[src/rtl/wb_stage_if.sv]
// Signal bundle between mem_stage/decode and the writeback stage.
// master drives pipeline inputs and read addresses; slave is wb_stage.
interface wb_stage_if #(
  parameter int unsigned DATA_W = 32,
  parameter int unsigned CNT_W  = 32
);
  logic              stall;
  logic              flush;
  logic              in_valid;
  logic [DATA_W-1:0] ReadData;
  logic [DATA_W-1:0] ALUResult;
  logic [4:0]        WriteReg;
  logic [1:0]        WBControl;
  logic [4:0]        rs_addr;
  logic [4:0]        rt_addr;
  logic [DATA_W-1:0] rs_data;
  logic [DATA_W-1:0] rt_data;
  logic              wb_en;
  logic [4:0]        wb_reg;
  logic [DATA_W-1:0] wb_data;
  logic [CNT_W-1:0]  retired_count;

  modport master (
    output stall, flush, in_valid, ReadData, ALUResult, WriteReg, WBControl, rs_addr, rt_addr,
    input  rs_data, rt_data, wb_en, wb_reg, wb_data, retired_count
  );

  modport slave (
    input  stall, flush, in_valid, ReadData, ALUResult, WriteReg, WBControl, rs_addr, rt_addr,
    output rs_data, rt_data, wb_en, wb_reg, wb_data, retired_count
  );
endinterface

[src/rtl/wb_stage.sv]
// Writeback stage: MEM/WB register, MemtoReg mux, 32x register file with
// bypassed read ports, and a retired-instruction counter.
module wb_stage #(
  parameter int unsigned DATA_W = 32,
  parameter int unsigned CNT_W  = 32
) (
  input logic       clk,
  input logic       rst_n,
  wb_stage_if.slave bus
);

  logic              valid_q;
  logic [1:0]        wbctl_q;
  logic [DATA_W-1:0] read_data_q;
  logic [DATA_W-1:0] alu_result_q;
  logic [4:0]        write_reg_q;
  logic [DATA_W-1:0] regs_q [32];
  logic [CNT_W-1:0]  cnt_q;

  logic              wb_en;
  logic [DATA_W-1:0] wb_data;

  // Flush only clears the control half; the data fields are don't-care once invalid.
  always_ff @(posedge clk or negedge rst_n) begin
    if (!rst_n) begin
      valid_q      <= 1'b0;
      wbctl_q      <= 2'b00;
      read_data_q  <= '0;
      alu_result_q <= '0;
      write_reg_q  <= 5'd0;
    end else if (bus.flush) begin
      valid_q <= 1'b0;
      wbctl_q <= 2'b00;
    end else if (!bus.stall) begin
      valid_q      <= bus.in_valid;
      wbctl_q      <= bus.WBControl;
      read_data_q  <= bus.ReadData;
      alu_result_q <= bus.ALUResult;
      write_reg_q  <= bus.WriteReg;
    end
  end

  always_comb begin
    wb_data = wbctl_q[1] ? read_data_q : alu_result_q;
    wb_en   = valid_q & wbctl_q[0] & (write_reg_q != 5'd0) & ~bus.stall;
  end

  assign bus.wb_en   = wb_en;
  assign bus.wb_reg  = write_reg_q;
  assign bus.wb_data = wb_data;

  // wb_en already excludes r0, so regs_q[0] stays at its reset value.
  always_ff @(posedge clk or negedge rst_n) begin
    if (!rst_n) begin
      for (int i = 0; i < 32; i++) begin
        regs_q[i] <= '0;
      end
    end else if (wb_en) begin
      regs_q[write_reg_q] <= wb_data;
    end
  end

  always_comb begin
    bus.rs_data = regs_q[bus.rs_addr];
    if (bus.rs_addr == 5'd0) begin
      bus.rs_data = '0;
    end else if (wb_en && (write_reg_q == bus.rs_addr)) begin
      bus.rs_data = wb_data;
    end
  end

  always_comb begin
    bus.rt_data = regs_q[bus.rt_addr];
    if (bus.rt_addr == 5'd0) begin
      bus.rt_data = '0;
    end else if (wb_en && (write_reg_q == bus.rt_addr)) begin
      bus.rt_data = wb_data;
    end
  end

  // Every valid instruction leaving MEM/WB retires, writing or not.
  always_ff @(posedge clk or negedge rst_n) begin
    if (!rst_n) begin
      cnt_q <= '0;
    end else if (valid_q && !bus.stall) begin
      cnt_q <= cnt_q + CNT_W'(1);
    end
  end

  assign bus.retired_count = cnt_q;

endmodule

[src/flat_wrapper.sv]
// flat-port wrapper written by rule: the top's interface ports become plain ports
module wb_stage_flat 
#(
  parameter int unsigned DATA_W = 32,
  parameter int unsigned CNT_W  = 32
)
  (clk, rst_n, bus_stall, bus_flush, bus_in_valid, bus_ReadData, bus_ALUResult, bus_WriteReg, bus_WBControl, bus_rs_addr, bus_rt_addr, bus_rs_data, bus_rt_data, bus_wb_en, bus_wb_reg, bus_wb_data, bus_retired_count);
  wb_stage_if #(.DATA_W(DATA_W), .CNT_W(CNT_W)) bus_i ();
  input logic clk;
  input logic rst_n;
  input wire logic [$bits(bus_i.stall)-1:0] bus_stall;
  input wire logic [$bits(bus_i.flush)-1:0] bus_flush;
  input wire logic [$bits(bus_i.in_valid)-1:0] bus_in_valid;
  input wire logic [$bits(bus_i.ReadData)-1:0] bus_ReadData;
  input wire logic [$bits(bus_i.ALUResult)-1:0] bus_ALUResult;
  input wire logic [$bits(bus_i.WriteReg)-1:0] bus_WriteReg;
  input wire logic [$bits(bus_i.WBControl)-1:0] bus_WBControl;
  input wire logic [$bits(bus_i.rs_addr)-1:0] bus_rs_addr;
  input wire logic [$bits(bus_i.rt_addr)-1:0] bus_rt_addr;
  output wire logic [$bits(bus_i.rs_data)-1:0] bus_rs_data;
  output wire logic [$bits(bus_i.rt_data)-1:0] bus_rt_data;
  output wire logic [$bits(bus_i.wb_en)-1:0] bus_wb_en;
  output wire logic [$bits(bus_i.wb_reg)-1:0] bus_wb_reg;
  output wire logic [$bits(bus_i.wb_data)-1:0] bus_wb_data;
  output wire logic [$bits(bus_i.retired_count)-1:0] bus_retired_count;
  assign bus_i.stall = bus_stall;
  assign bus_i.flush = bus_flush;
  assign bus_i.in_valid = bus_in_valid;
  assign bus_i.ReadData = bus_ReadData;
  assign bus_i.ALUResult = bus_ALUResult;
  assign bus_i.WriteReg = bus_WriteReg;
  assign bus_i.WBControl = bus_WBControl;
  assign bus_i.rs_addr = bus_rs_addr;
  assign bus_i.rt_addr = bus_rt_addr;
  assign bus_rs_data = bus_i.rs_data;
  assign bus_rt_data = bus_i.rt_data;
  assign bus_wb_en = bus_i.wb_en;
  assign bus_wb_reg = bus_i.wb_reg;
  assign bus_wb_data = bus_i.wb_data;
  assign bus_retired_count = bus_i.retired_count;
  wb_stage #(.DATA_W(DATA_W), .CNT_W(CNT_W)) u_core (.clk(clk), .rst_n(rst_n), .bus(bus_i));
endmodule
[config.mk]
export PLATFORM = sky130hd
export DESIGN_NAME = wb_stage_flat
export DESIGN_NICKNAME = d
export VERILOG_FILES = /design/src/rtl/wb_stage_if.sv /design/src/rtl/wb_stage.sv /design/src/flat_wrapper.sv
export SDC_FILE = /design/constraint.sdc
export NUM_CORES = 2
export LEC_CHECK = 0
export CAP_MARGIN = 20
export CORE_ASPECT_RATIO = 0.7
export CORE_UTILIZATION = 35
export CTS_CLUSTER_DIAMETER = 60
export DETAILED_ROUTE_END_ITERATION = 10
export PLACE_DENSITY = 0.59
export SLEW_MARGIN = 0
export SYNTH_ARGS = -nofsm -noshare
export SYNTH_HDL_FRONTEND = slang
export SYNTH_SLANG_ARGS = --single-unit
[constraint.sdc]
create_clock -name clk -period 2.2 [get_ports clk]
set_clock_uncertainty 0.05 [all_clocks]
set_input_delay 0.22 -clock clk [delete_from_list [all_inputs] [get_ports clk]]
set_output_delay 0.22 -clock clk [all_outputs]
set_load 0.02 [all_outputs]
* After elaboration in Yosys (flattened, before gate mapping)
Cells that the tools add are included.
** Storage, ports and cells
- Input port bits :: 86
- Output and inout port bits :: 134
- Word-level logic and storage cells :: 81
- Flip-flop bits (word level) :: 1128
** Cells by class
- Reduce and logical (&&, ||, !) cells :: 9
- Muxes and demuxes :: 18
- Bitwise logic cells :: 8
- Eq/ne operators :: 3
- $lt $le $gt $ge :: 4
- Add/subtract/negate cells :: 1
** Operator list (count)
- $bwmux 1024 :: 1
- $bmux 32 s5 :: 2
- $mux 32 :: 10
- $demux 32 s5 :: 1
- $add 32x1->32 const B :: 1
- $ge 6x6->1 const B :: 3
- $not 5->6 :: 3
- $eq 5x5->1 :: 2
- $logic_not 5->1 :: 2
- $lt 6x1->1 const B :: 1
- $reduce_bool 5->1 :: 1
- $logic_and 1x1->1 :: 4
- $mux 2 :: 2
- $and 1x1->1 :: 3
- $mux 1 :: 2
- $ne 2x1->1 const B :: 1
- $not 1->1 :: 2
- $reduce_and 2->1 :: 1
- $logic_not 1->1 :: 1

* Depth between registers and ports, before layout
- Depth after elaboration :: 6
- Depth in mapped cells :: 10
- Gate-level depth less buffers :: 6

* Least setup slack after synthesis
OpenSTA, ideal clock, no wires.
- Path type :: reg-to-output
- Start point :: register u_core.write_reg_q[0] (netlist: u_core.bus.wb_reg[0])
- End point :: output bus_rs_data[30]
- Slack :: -749 ps
- Stages on the path, launching flop included :: 8
- Arrival :: 2679 ps
- Cells stage by stage :: dfrtp_1 -> buf_6 -> xor2_1 -> a211o_1 -> nor2_4 -> buf_2 -> nor3_1 -> a2111oi_0
** Between the ends
- Longest elaborated chain between the ends :: 6
** RTL lines
- start: declaration :: line wb_stage.sv:16 : logic [4:0] write_reg_q;
- start signal: assignment :: line wb_stage.sv:39 : write_reg_q <= bus.WriteReg;
- $reduce_bool 5->1 :: line wb_stage.sv:45 : wb_en = valid_q & wbctl_q[0] & (write_reg_q != 5'd0) & ~bus.stall;
- $and 1x1->1 (2 in series) :: line wb_stage.sv:45
- $logic_and 1x1->1 (*) :: line wb_stage.sv:67 : end else if (wb_en && (write_reg_q == bus.rs_addr)) begin
- $mux 32 (*) :: line wb_stage.sv:67
- $mux 32 (*) :: line wb_stage.sv:65 : if (bus.rs_addr == 5'd0) begin
- end: declaration :: line flat_wrapper.sv:20 : output wire logic [$bits(bus_i.rs_data)-1:0] bus_rs_data;
Mark *: on every way between the ends. The rest lies on a longest branch, timed or not.

* Final worst setup path
- Start point :: register u_core.write_reg_q[2] (netlist: u_core.bus.wb_reg[2])
- End point :: output bus_rs_data[14]
Same word-level chain as after synthesis.

==> run metrics <==
status complete, but fails checks; failing checks setup timing; Max-Cap Viols 0; Port Buffers 219; Synth Flop Type dfrtp_1; Leak 36.4 nW; FF+latch area between 20000 and 30000 um^2; Critical Path Source u_core.bus.wb_reg[2]; drt wl/cell 26.2 um; Int Pwr 0.0395 W; Rel. slew slack 20.4%; Avg Inst Size Synth about 11 um^2; largest cells by area after synthesis dfrtp_1, mux4_2, mux2i_1; CTS Sinks 1128; final core occ 49.0%; fin cells slightly below 9000; Multi-input gate area 28500 um^2; Gate Count Post-Synth 5245; CORE AREA 164000 um^2; fmax 0.289 GHz; RSZ-0062 raised after global routing yes; total number of vias 49700; Comb pwr share 18.6%; die area 168000 um^2; Tcrit/Tclk final 157%; Clk pwr share 41.0%; grt total ovfl 0; layout cell share with drive strength beyond 1 36.1%; Crit Reg-Reg Startpoint u_core.bus.wb_reg[1]; most frequent cells in the layout dfrtp_1, buf_4, nand2_1, o21ai_0, mux4_2; internal reg-to-reg setup slack -0.03 ns; met2 WL ~100000 um; commonest non-fill, non-tap cell in the layout dfrtp_1; H-Tree Depth 4; max reg flops roughly 1000; final hold vios 0; DRT iter0 DRCs 5873; DIE HEIGHT 343 um; sequential share of power 40.4%; Sw Ratio about 28%; CTS tree yes; number of filler cells placed in the layout roughly 14000; clk slew on worst S/H paths 0.06 ns; WL met1 95400 um; routed length on met3 between 20000 and 25000 um; Max Used Layer met5; Worst Tran Pin Value 1.19 ns; Initial Util 35.5%; Via density 5.68; clk buf depth 3; first-pass detailed-route iteration total 6; Syn. warnings 0; Die Width roughly 490 um; global-route wire length before repair 332000 um; TritonCTS buffer count 132; row count 124; I/O pin total 220; DRT antenna net count 0; dpl hpwl 156000 um; register area share after synthesis between 40% and 50%; # nets final about 6500; CP endpoint kind output port; Synth async-reset ratio 100%; area growth from synthesis to layout 38.2%; Setup WS post-layout -1.26 ns; total track usage between 20% and 30%; initial antenna violation count 6; final setup vio count 108; largest net degree at the start of global routing between 100 and 150; Post-Synthesis Cell Area between 50000 and 60000 um^2; Post-Route WL approximately 230000 um; Final Slew Violations 0; synth unique cells 70; Post-route DRC 0; pwr dens 681 nW/um^2; syn nets 5332; GPL Wtd Cong 0.932; Design Power roughly 0.055 W; fin crit period 3.46 ns; Worst Setup Start Kind flip-flop; Reg with most FFs u_core.regs_q; Hold Crit Start bus_ReadData[15]; maximum VDD drop 0.682 mV; hold crit path type input port to flip-flop; Synth area leader dfrtp_1; placed instance count about 8400; CP Max Fanout 9; Yosys reg bits 1128; Switch Pwr 0.0153 W; worst hold slack 0.0358 ns; Worst-Skew Late Latency ~0.77 ns; post-synth top area share 48.5%; CP Data Arrival Time 3.19 ns; EDFF count, synth 0; critical path class flip-flop to output port; vias in the first global route between 40000 and 50000; Crit path required time 1.93 ns; root buffer cell clkbuf_16
==> cells in the mapped netlist, types with 8 or more instances <==
| cell | count |
|---|---|
| inv_1 | 41 |
| mux2i_1 | 352 |
| a211oi_1 | 32 |
| a211oi_2 | 19 |
| xnor2_1 | 23 |
| dfrtp_1 | 1128 |
| nand2b_1 | 17 |
| and2_1 | 10 |
| nor3_1 | 38 |
| nand4_1 | 10 |
| a21oi_1 | 386 |
| buf_2 | 138 |
| clkbuf_1 | 333 |
| nor2_1 | 406 |
| buf_6 | 27 |
| a221o_1 | 99 |
| a221oi_1 | 55 |
| mux2_2 | 77 |
| o22ai_1 | 13 |
| o21ai_0 | 659 |
| o2111ai_1 | 23 |
| buf_1 | 25 |
| a311oi_1 | 23 |
| and3_1 | 8 |
| buf_4 | 34 |
| nand2_1 | 711 |
| mux4_2 | 406 |
| xor2_1 | 18 |
| nand3_1 | 25 |
==> final timing paths <==
check | to | depth (start not counted)
max | bus_rs_data[14] | 11
min | u_core.read_data_q[15] | 2
max reg2reg | u_core.regs_q[115] | 8
min reg2reg | u_core.regs_q[1021] | 0
max in group asynchronous | u_core.regs_q[374] | 3
min in group asynchronous | u_core.bus.retired_count[30] | 3
==> final cells by class <==
class / count / share of cell area, %
Multi-Input combinational cell: 3511 / 35.5
Sequential cell: 1128 / 35.1
Timing Repair Buffer: 1624 / 20.3
Clock buffer: 195 / 4.96
Tap cell: 2205 / 3.43
Clock inverter: 36 / 0.502
Inverter: 41 / 0.274
Antenna cell: 3 / 0.00933
==> logic make-up (layout without fill, tap and decap cells) <==
group                    count (synthesis)  in the layout  synth area share (%)
AO/OA/AOI/OAI                         1355           1355                  13.8
AND/OR/NAND/NOR                       1278           1278                  8.92
flip-flops                            1128           1128                  48.5
multiplexers                           836            836                  23.3
buffers and inverters                  606           1896                  4.92
XOR/XNOR                                41             41                 0.616
adder cells (fa/ha/maj)                  1              1                0.0215
other                                    0              3                     0
==> through the flow <==
| step | cell area (um^2) | worst slack [ns] | setup TNS, ns |
|---|---|---|---|
| floorplan | 58600 | -0.175 | -4.62 |
| global placement | 73100 | -1.09 | -276.82 |
| detailed placement | 73100 | -1.11 | -282.19 |
| CTS | 79500 | -1.28 | -80.62 |
| global route | 80500 | -1.29 | -89.25 |
| finish | 80500 | -1.26 | -83.09 |
==> repair_timing <==
| action | in CTS | in global routing |
|---|---|---|
| hold endpoints to repair | 1096 | 0 |
| pin swaps | 35 | 19 |
| cloned | 2 | 11 |
| setup endpoints to repair | 149 | 479 |
| setup buffers | 100 | 44 |
| resized for setup | 651 | 154 |
| hold buffers | 47 | 0 |
==> worst max-delay path, cell delays in order (launching register included) <==
cell and delay (ns):
dfrtp_2 0.49, buf_6 0.15, nor3_4 0.18, a211o_4 0.23, nor2_4 0.06, buf_4 0.15
buf_8 0.15, buf_8 0.15, a221o_1 0.38, a211oi_4 0.19, buf_6 0.17, buf_6 0.12
==> routing by layer <==
layer  vias up  global-route usage, %
met1     25200                   36.6
li1      21500                      -
met3       442                   7.86
met5         -                      0
met4        10                   11.3
met2      2501                   39.6
==> power groups by stage <==
stage / registers [W] / clock network, W / logic, W
after floorplan: 0.0224 / 0 / 0.00415
after global placement: 0.0225 / 0 / 0.00894
after detailed placement: 0.0225 / 0 / 0.00902
after CTS: 0.0221 / 0.0228 / 0.00984
after global routing: 0.0223 / 0.0235 / 0.0107
final: 0.0222 / 0.0225 / 0.0102
Note: power is estimated with default switching activity, not from simulation.
